### src/rtl/i2c_tx_feeder_pkg.sv
// Shared types for the I2C transmit feeder: FSM state encoding, byte width,
// and the two's-complement checksum helper.
// Latency: n/a (types only). Backpressure: n/a.
package i2c_tx_feeder_pkg;

   localparam int BYTE_W = 8;

   typedef enum logic [1:0] {
      ST_IDLE   = 2'd0,
      ST_STREAM = 2'd1,
      ST_CHKSUM = 2'd2,
      ST_DONE   = 2'd3
   } state_e;

   // Byte that makes (payload + checksum) mod 256 == 0.
   function automatic logic [BYTE_W-1:0] chksum_byte(input logic [BYTE_W-1:0] sum);
      return (~sum) + 8'd1;
   endfunction

endpackage

### src/rtl/i2c_tx_feeder.sv
// Feeds host bytes into the I2C slave transmit FIFO, optionally appending a checksum.
// Latency: byte accepted in cycle N is pushed (write_enable) no earlier than N+2; max 1 byte / 2 cycles.
// Backpressure: fifo_full stalls the one-entry hold register, which drops s_ready until it drains.
// Ports: clk/n_rst; cmd_start/cmd_len/cmd_abort message control; s_valid/s_data/s_ready host
//        stream; fifo_full/write_enable/write_data FIFO side; busy/done/err status.
module i2c_tx_feeder
   import i2c_tx_feeder_pkg::*;
#(
   parameter int LEN_W     = 8,
   parameter bit CHKSUM_EN = 1'b1
) (
   input  logic              clk,
   input  logic              n_rst,
   input  logic              cmd_start,
   input  logic [LEN_W-1:0]  cmd_len,
   input  logic              cmd_abort,
   input  logic              s_valid,
   input  logic [BYTE_W-1:0] s_data,
   output logic              s_ready,
   input  logic              fifo_full,
   output logic              write_enable,
   output logic [BYTE_W-1:0] write_data,
   output logic              busy,
   output logic              done,
   output logic              err
);

   state_e             state_q;
   logic [BYTE_W-1:0]  hold_q;
   logic               hold_vld_q;
   logic [LEN_W-1:0]   rem_q;
   logic [BYTE_W-1:0]  sum_q;
   logic               write_enable_q;
   logic [BYTE_W-1:0]  write_data_q;
   logic               busy_q;
   logic               done_q;
   logic               err_q;

   logic in_xfer;
   logic accept;
   logic push;

   assign in_xfer = (state_q == ST_STREAM) || (state_q == ST_CHKSUM);

   // Combinational so the host sees the hold slot free in the same cycle it drains.
   assign s_ready = (state_q == ST_STREAM) && !hold_vld_q && (rem_q != '0);
   assign accept  = s_valid && s_ready;

   // write_enable_q doubles as the gap flag: a push last cycle means fifo_full
   // has not yet caught up, so skip this cycle.
   assign push = in_xfer && hold_vld_q && !fifo_full && !write_enable_q;

   always_ff @(posedge clk or negedge n_rst) begin
      if (!n_rst) begin
         state_q        <= ST_IDLE;
         hold_q         <= '0;
         hold_vld_q     <= 1'b0;
         rem_q          <= '0;
         sum_q          <= '0;
         write_enable_q <= 1'b0;
         write_data_q   <= '0;
         busy_q         <= 1'b0;
         done_q         <= 1'b0;
         err_q          <= 1'b0;
      end else begin
         write_enable_q <= 1'b0;
         done_q         <= 1'b0;
         err_q          <= 1'b0;

         if (state_q == ST_IDLE) begin
            // cmd_abort is meaningless here; a coincident start wins.
            if (cmd_start) begin
               if (cmd_len == '0) begin
                  err_q <= 1'b1;
               end else begin
                  rem_q      <= cmd_len;
                  sum_q      <= '0;
                  hold_vld_q <= 1'b0;
                  busy_q     <= 1'b1;
                  state_q    <= ST_STREAM;
               end
            end
         end else if (cmd_abort) begin
            state_q    <= ST_IDLE;
            hold_vld_q <= 1'b0;
            busy_q     <= 1'b0;
         end else begin
            if (accept) begin
               hold_q     <= s_data;
               hold_vld_q <= 1'b1;
               rem_q      <= rem_q - LEN_W'(1);
               sum_q      <= sum_q + s_data;
            end

            if (push) begin
               write_enable_q <= 1'b1;
               write_data_q   <= hold_q;
               hold_vld_q     <= 1'b0;
               // rem_q==0 with a push means the last payload (or checksum) byte is leaving.
               if (rem_q == '0) begin
                  if ((state_q == ST_STREAM) && CHKSUM_EN) begin
                     hold_q     <= chksum_byte(sum_q);
                     hold_vld_q <= 1'b1;
                     state_q    <= ST_CHKSUM;
                  end else begin
                     done_q  <= 1'b1;
                     state_q <= ST_DONE;
                  end
               end
            end

            if (state_q == ST_DONE) begin
               state_q <= ST_IDLE;
               busy_q  <= 1'b0;
            end
         end
      end
   end

   assign write_enable = write_enable_q;
   assign write_data   = write_data_q;
   assign busy         = busy_q;
   assign done         = done_q;
   assign err          = err_q;

endmodule

### config.mk
export PLATFORM = sky130hd
export DESIGN_NAME = i2c_tx_feeder
export DESIGN_NICKNAME = d
export VERILOG_FILES = /design/src/rtl/i2c_tx_feeder_pkg.sv /design/src/rtl/i2c_tx_feeder.sv
export SDC_FILE = /design/constraint.sdc
export NUM_CORES = 1
export LEC_CHECK = 0
export ABC_AREA = 1
export BUFFER_PORTS_ARGS = -buffer_cell sky130_fd_sc_hd__buf_2
export CAP_MARGIN = 20
export CELL_PAD_IN_SITES_DETAIL_PLACEMENT = 0
export CELL_PAD_IN_SITES_GLOBAL_PLACEMENT = 1
export CORE_UTILIZATION = 40
export DETAILED_ROUTE_END_ITERATION = 12
export GPL_ROUTABILITY_DRIVEN = 0
export PLACE_DENSITY_LB_ADDON = 0.1
export SYNTH_ARGS = -nofsm -noshare
export SYNTH_HDL_FRONTEND = slang
export SYNTH_SLANG_ARGS = --single-unit
export TNS_END_PERCENT = 100
### constraint.sdc
create_clock -name clk -period 1.8 [get_ports clk]
set_input_delay 0.18 -clock clk [delete_from_list [all_inputs] [get_ports clk]]
set_output_delay 0.18 -clock clk [all_outputs]
set_load 0.1 [all_outputs]
==> metrics.md <==
| Metric | Value |
|---|---|
| Largest net degree at the start of global routing | `40` |
| Warnings from Yosys | `0` |
| RSZ-0062 raised after global routing | `yes` |
| Initial Util | `41.8%` |
| CP required | `1.62 ns` |
| Yosys reg bits | `39` |
| Run status | `finished clean` |
| Hpwl dp | `5.04 mm` |
| CTS tree | `built` |
| Number of vias per cell | `4.93` |
| Synth Cell Area | `0.00267 mm²` |
| Area occupied by multi-input gates | `0.00156 mm²` |
| Setup-failing EPs final | `0` |
| Final Routed Wirelength | `6.73 mm` |
| Die width | `83.7 µm` |
| Final max-slew violation count | `0` |
| Clock Latency Late Sink | `0.29 ns` |
| Leakage power | `0.00190 µW` |
| Fin Hold WS | `0.121 ns` |
| Worst slack, placed | `0.0855 ns` |
| Cell variety after synth | `28` |
| Setup TNS | `0 ns` |
| CTS H-tree lvls | `2` |
| Seq/Total Area, Yosys | `36.6%` |
| First-pass GRT wire length | `11.5 mm` |
| Commonest non-fill, non-tap cell in the layout | `nand2_1` |
| Share of synthesized area spent on multiplexers | `0.375%` |
| Fin cells | `517` |
| Die area | `0.00701 mm²` |
| Syn_nets | `413` |
| Final Hold Viols | `0` |
| Row count | `29` |
| PnR worst setup slack | `0.0495 ns` |
| Hold WC Path Type | `in2reg` |
| CTS Buf Count | `5` |
| Final design utilization | `52.2%` |
| Core Area | `0.00639 mm²` |
| Via count | `2548` |
| Critical path arrival | `1.57 ns` |
| Fmax | `0.571 GHz` |
| Synth Instances | `377` |
| Fillcell total | `639` |
| Post-synthesis xor/xnor area fraction | `2.30%` |
| Slew @ Worst Pin | `0.501 ns` |
| Synth Area per Inst | `7.08 µm²` |
| FF-to-FF setup slack | `0.05 ns` |
| Initial antenna violation count | `0` |
| First-pass detailed-route iteration total | `4` |
| NumNets Final | `475` |
| Startpoint types | `flop` |
| Overall Global Routing Usage | `20.4%` |
| Synth Area in Compound Gates | `7.59%` |
| Power per standard cell area | `1940 mW/mm²` |
| Antenna diode count | `0` |
| Vias in the first global route | `2361` |
| Clock skew | `0.00579 ns` |
| Sequential Area | `976 µm²` |
| CTS Buffer Depth | `2` |
| Iter 0 DRT Violations | `120` |
| DRC | `0` |
| CTS sink cnt | `39` |
| Chip height | `83.7 µm` |
| Area growth syn-to-layout | `24.9%` |
| Min Tclk post-route | `1.75 ns` |
| Max-Cap Viols | `0` |
| Max_slew headroom | `66.6%` |
| Largest family of logic cells by synthesized area | `simple AND/OR/NAND/NOR gates` |
| Ratio of cells with drive above 1 in the final layout | `24.1%` |
| Critical path peak fanout | `4` |
| Grt ovf | `0` |
| Clk Tree Root Cell | `clkbuf_8` |
| VDD IR max | `0.00111 V` |
| Worst setup path category | `reg2out` |
| Post-Synth Adder-Cell Area | `6.84%` |
| ANT nets after route | `0` |
| Crit end category | `primary output` |
| IO Port Bufs | `34` |
| Clock-pin slew on the worst setup and hold paths | `0.08 ns` |
| Simple-gate share of the synthesized area | `37.2%` |
| # IOs | `35` |
| Commonest cells after routing, fill and taps aside | `nand2_1 (130), inv_1 (49), dfrtp_1 (39), buf_2 (33), nand3_1 (29)` |
| Placed insts | `497` |
| DR WL/cell | `13.0 µm` |
| Post-route clock period utilization | `97.2%` |
-- cells by family after synthesis --
logic type,count (synthesis)
xor gates and xnor gates,7
and+or+nand+nor,222
DFF,39
AOI/OAI and AO/OA,34
muxes,1
buffers and inverters,60
adders and majority gates,14
-- cell type report --
cell class / instances / area share, %
Clock buffer: 8 / 3.00
Inverter: 54 / 6.08
Multi-Input combinational cell: 279 / 46.8
Sequential cell: 39 / 29.3
Tap cell: 77 / 2.89
Timing Repair Buffer: 60 / 12.0
-- stage by stage --
stage / area (µm²) / total power (µW)
2_1_floorplan: 2680 / 4500
3_3_place_gp: 3050 / 5420
5_1_grt: 3340 / 7060
4_1_cts: 3160 / 6130
6_report: 3340 / 6460
3_5_place_dp: 3050 / 5430
-- state kept, by name, summed over array words and instances (netlist names) --
register,cells
err,1
write_enable,1
write_data,8
hold_vld_q,1
state_q,2
sum_q,8
done,1
busy,1
hold_q,8
rem_q,8
-- report_power, final --
group	total [µW]	leakage (µW)	internal [µW]	switching, µW
sequential	1550	0.000500	1250	308
clock	659	0.0000515	350	309
combinational	4240	0.00134	1460	2790
total	6460	0.00190	3050	3400
-- layer usage --
| metal | track usage (%) | vias to the layer above | routed length, µm | share of wire, % |
|---|---|---|---|---|
| li1 | - | 1317 | - | - |
| met1 | 29.6 | 1166 | 3320 | 49 |
| met2 | 31.2 | 53 | 3020 | 45 |
| met3 | 2.67 | 12 | 236 | 3.5 |
| met4 | 7.24 | 0 | 148 | 2.2 |
| met5 | 0 | - | 0 | 0 |
-- worst paths after layout --
check                                      to        from  cells after the start
worst max-delay path                  s_ready    rem_q[0]                      7
worst min-delay path                      err   cmd_start                      3
worst max register to register     state_q[0]  state_q[1]                     10
worst min register to register  write_data[7]   hold_q[7]                      2
max in group asynchronous           hold_q[0]       n_rst                      3
min in group asynchronous            rem_q[3]       n_rst                      3
-- synth_stat cells (all sizes together) --
master | instances | area share [%]
nand2 | 138 | 20
inv | 54 | 7.6
dfrtp | 39 | 37
nand3 | 34 | 7.2
nor2 | 31 | 5.2
o21ai | 24 | 5.2
ha | 13 | 6.1
nand4 | 11 | 2.6
a21oi | 9 | 2.1
xor2 | 7 | 2.3
buf | 6 | 1.6
nor3 | 6 | 1.5
nand3b | 2 | 0.56
a22oi | 1 | 0.28
fa | 1 | 0.75
mux2i | 1 | 0.37
-- worst max-delay path, stage by stage (launching register included) --
cell and delay (ns):
dfrtp_1 0.37, inv_2 0.06, ha_2 0.19, nand3_2 0.08
nor2_4 0.05, buf_6 0.13, nor3_4 0.20, buf_12 0.20
-- repair_timing --
item | in CTS | in global routing
setup endpoints to repair | 1 | 26
endpoints found under the hold margin | 39 | 0
resized for setup | 0 | 25
pin swaps | 1 | 8
hold buffers | 1 | 0
setup buffers | 1 | 9
gates cloned | 0 | 1
(Power assumes the default switching activity.)
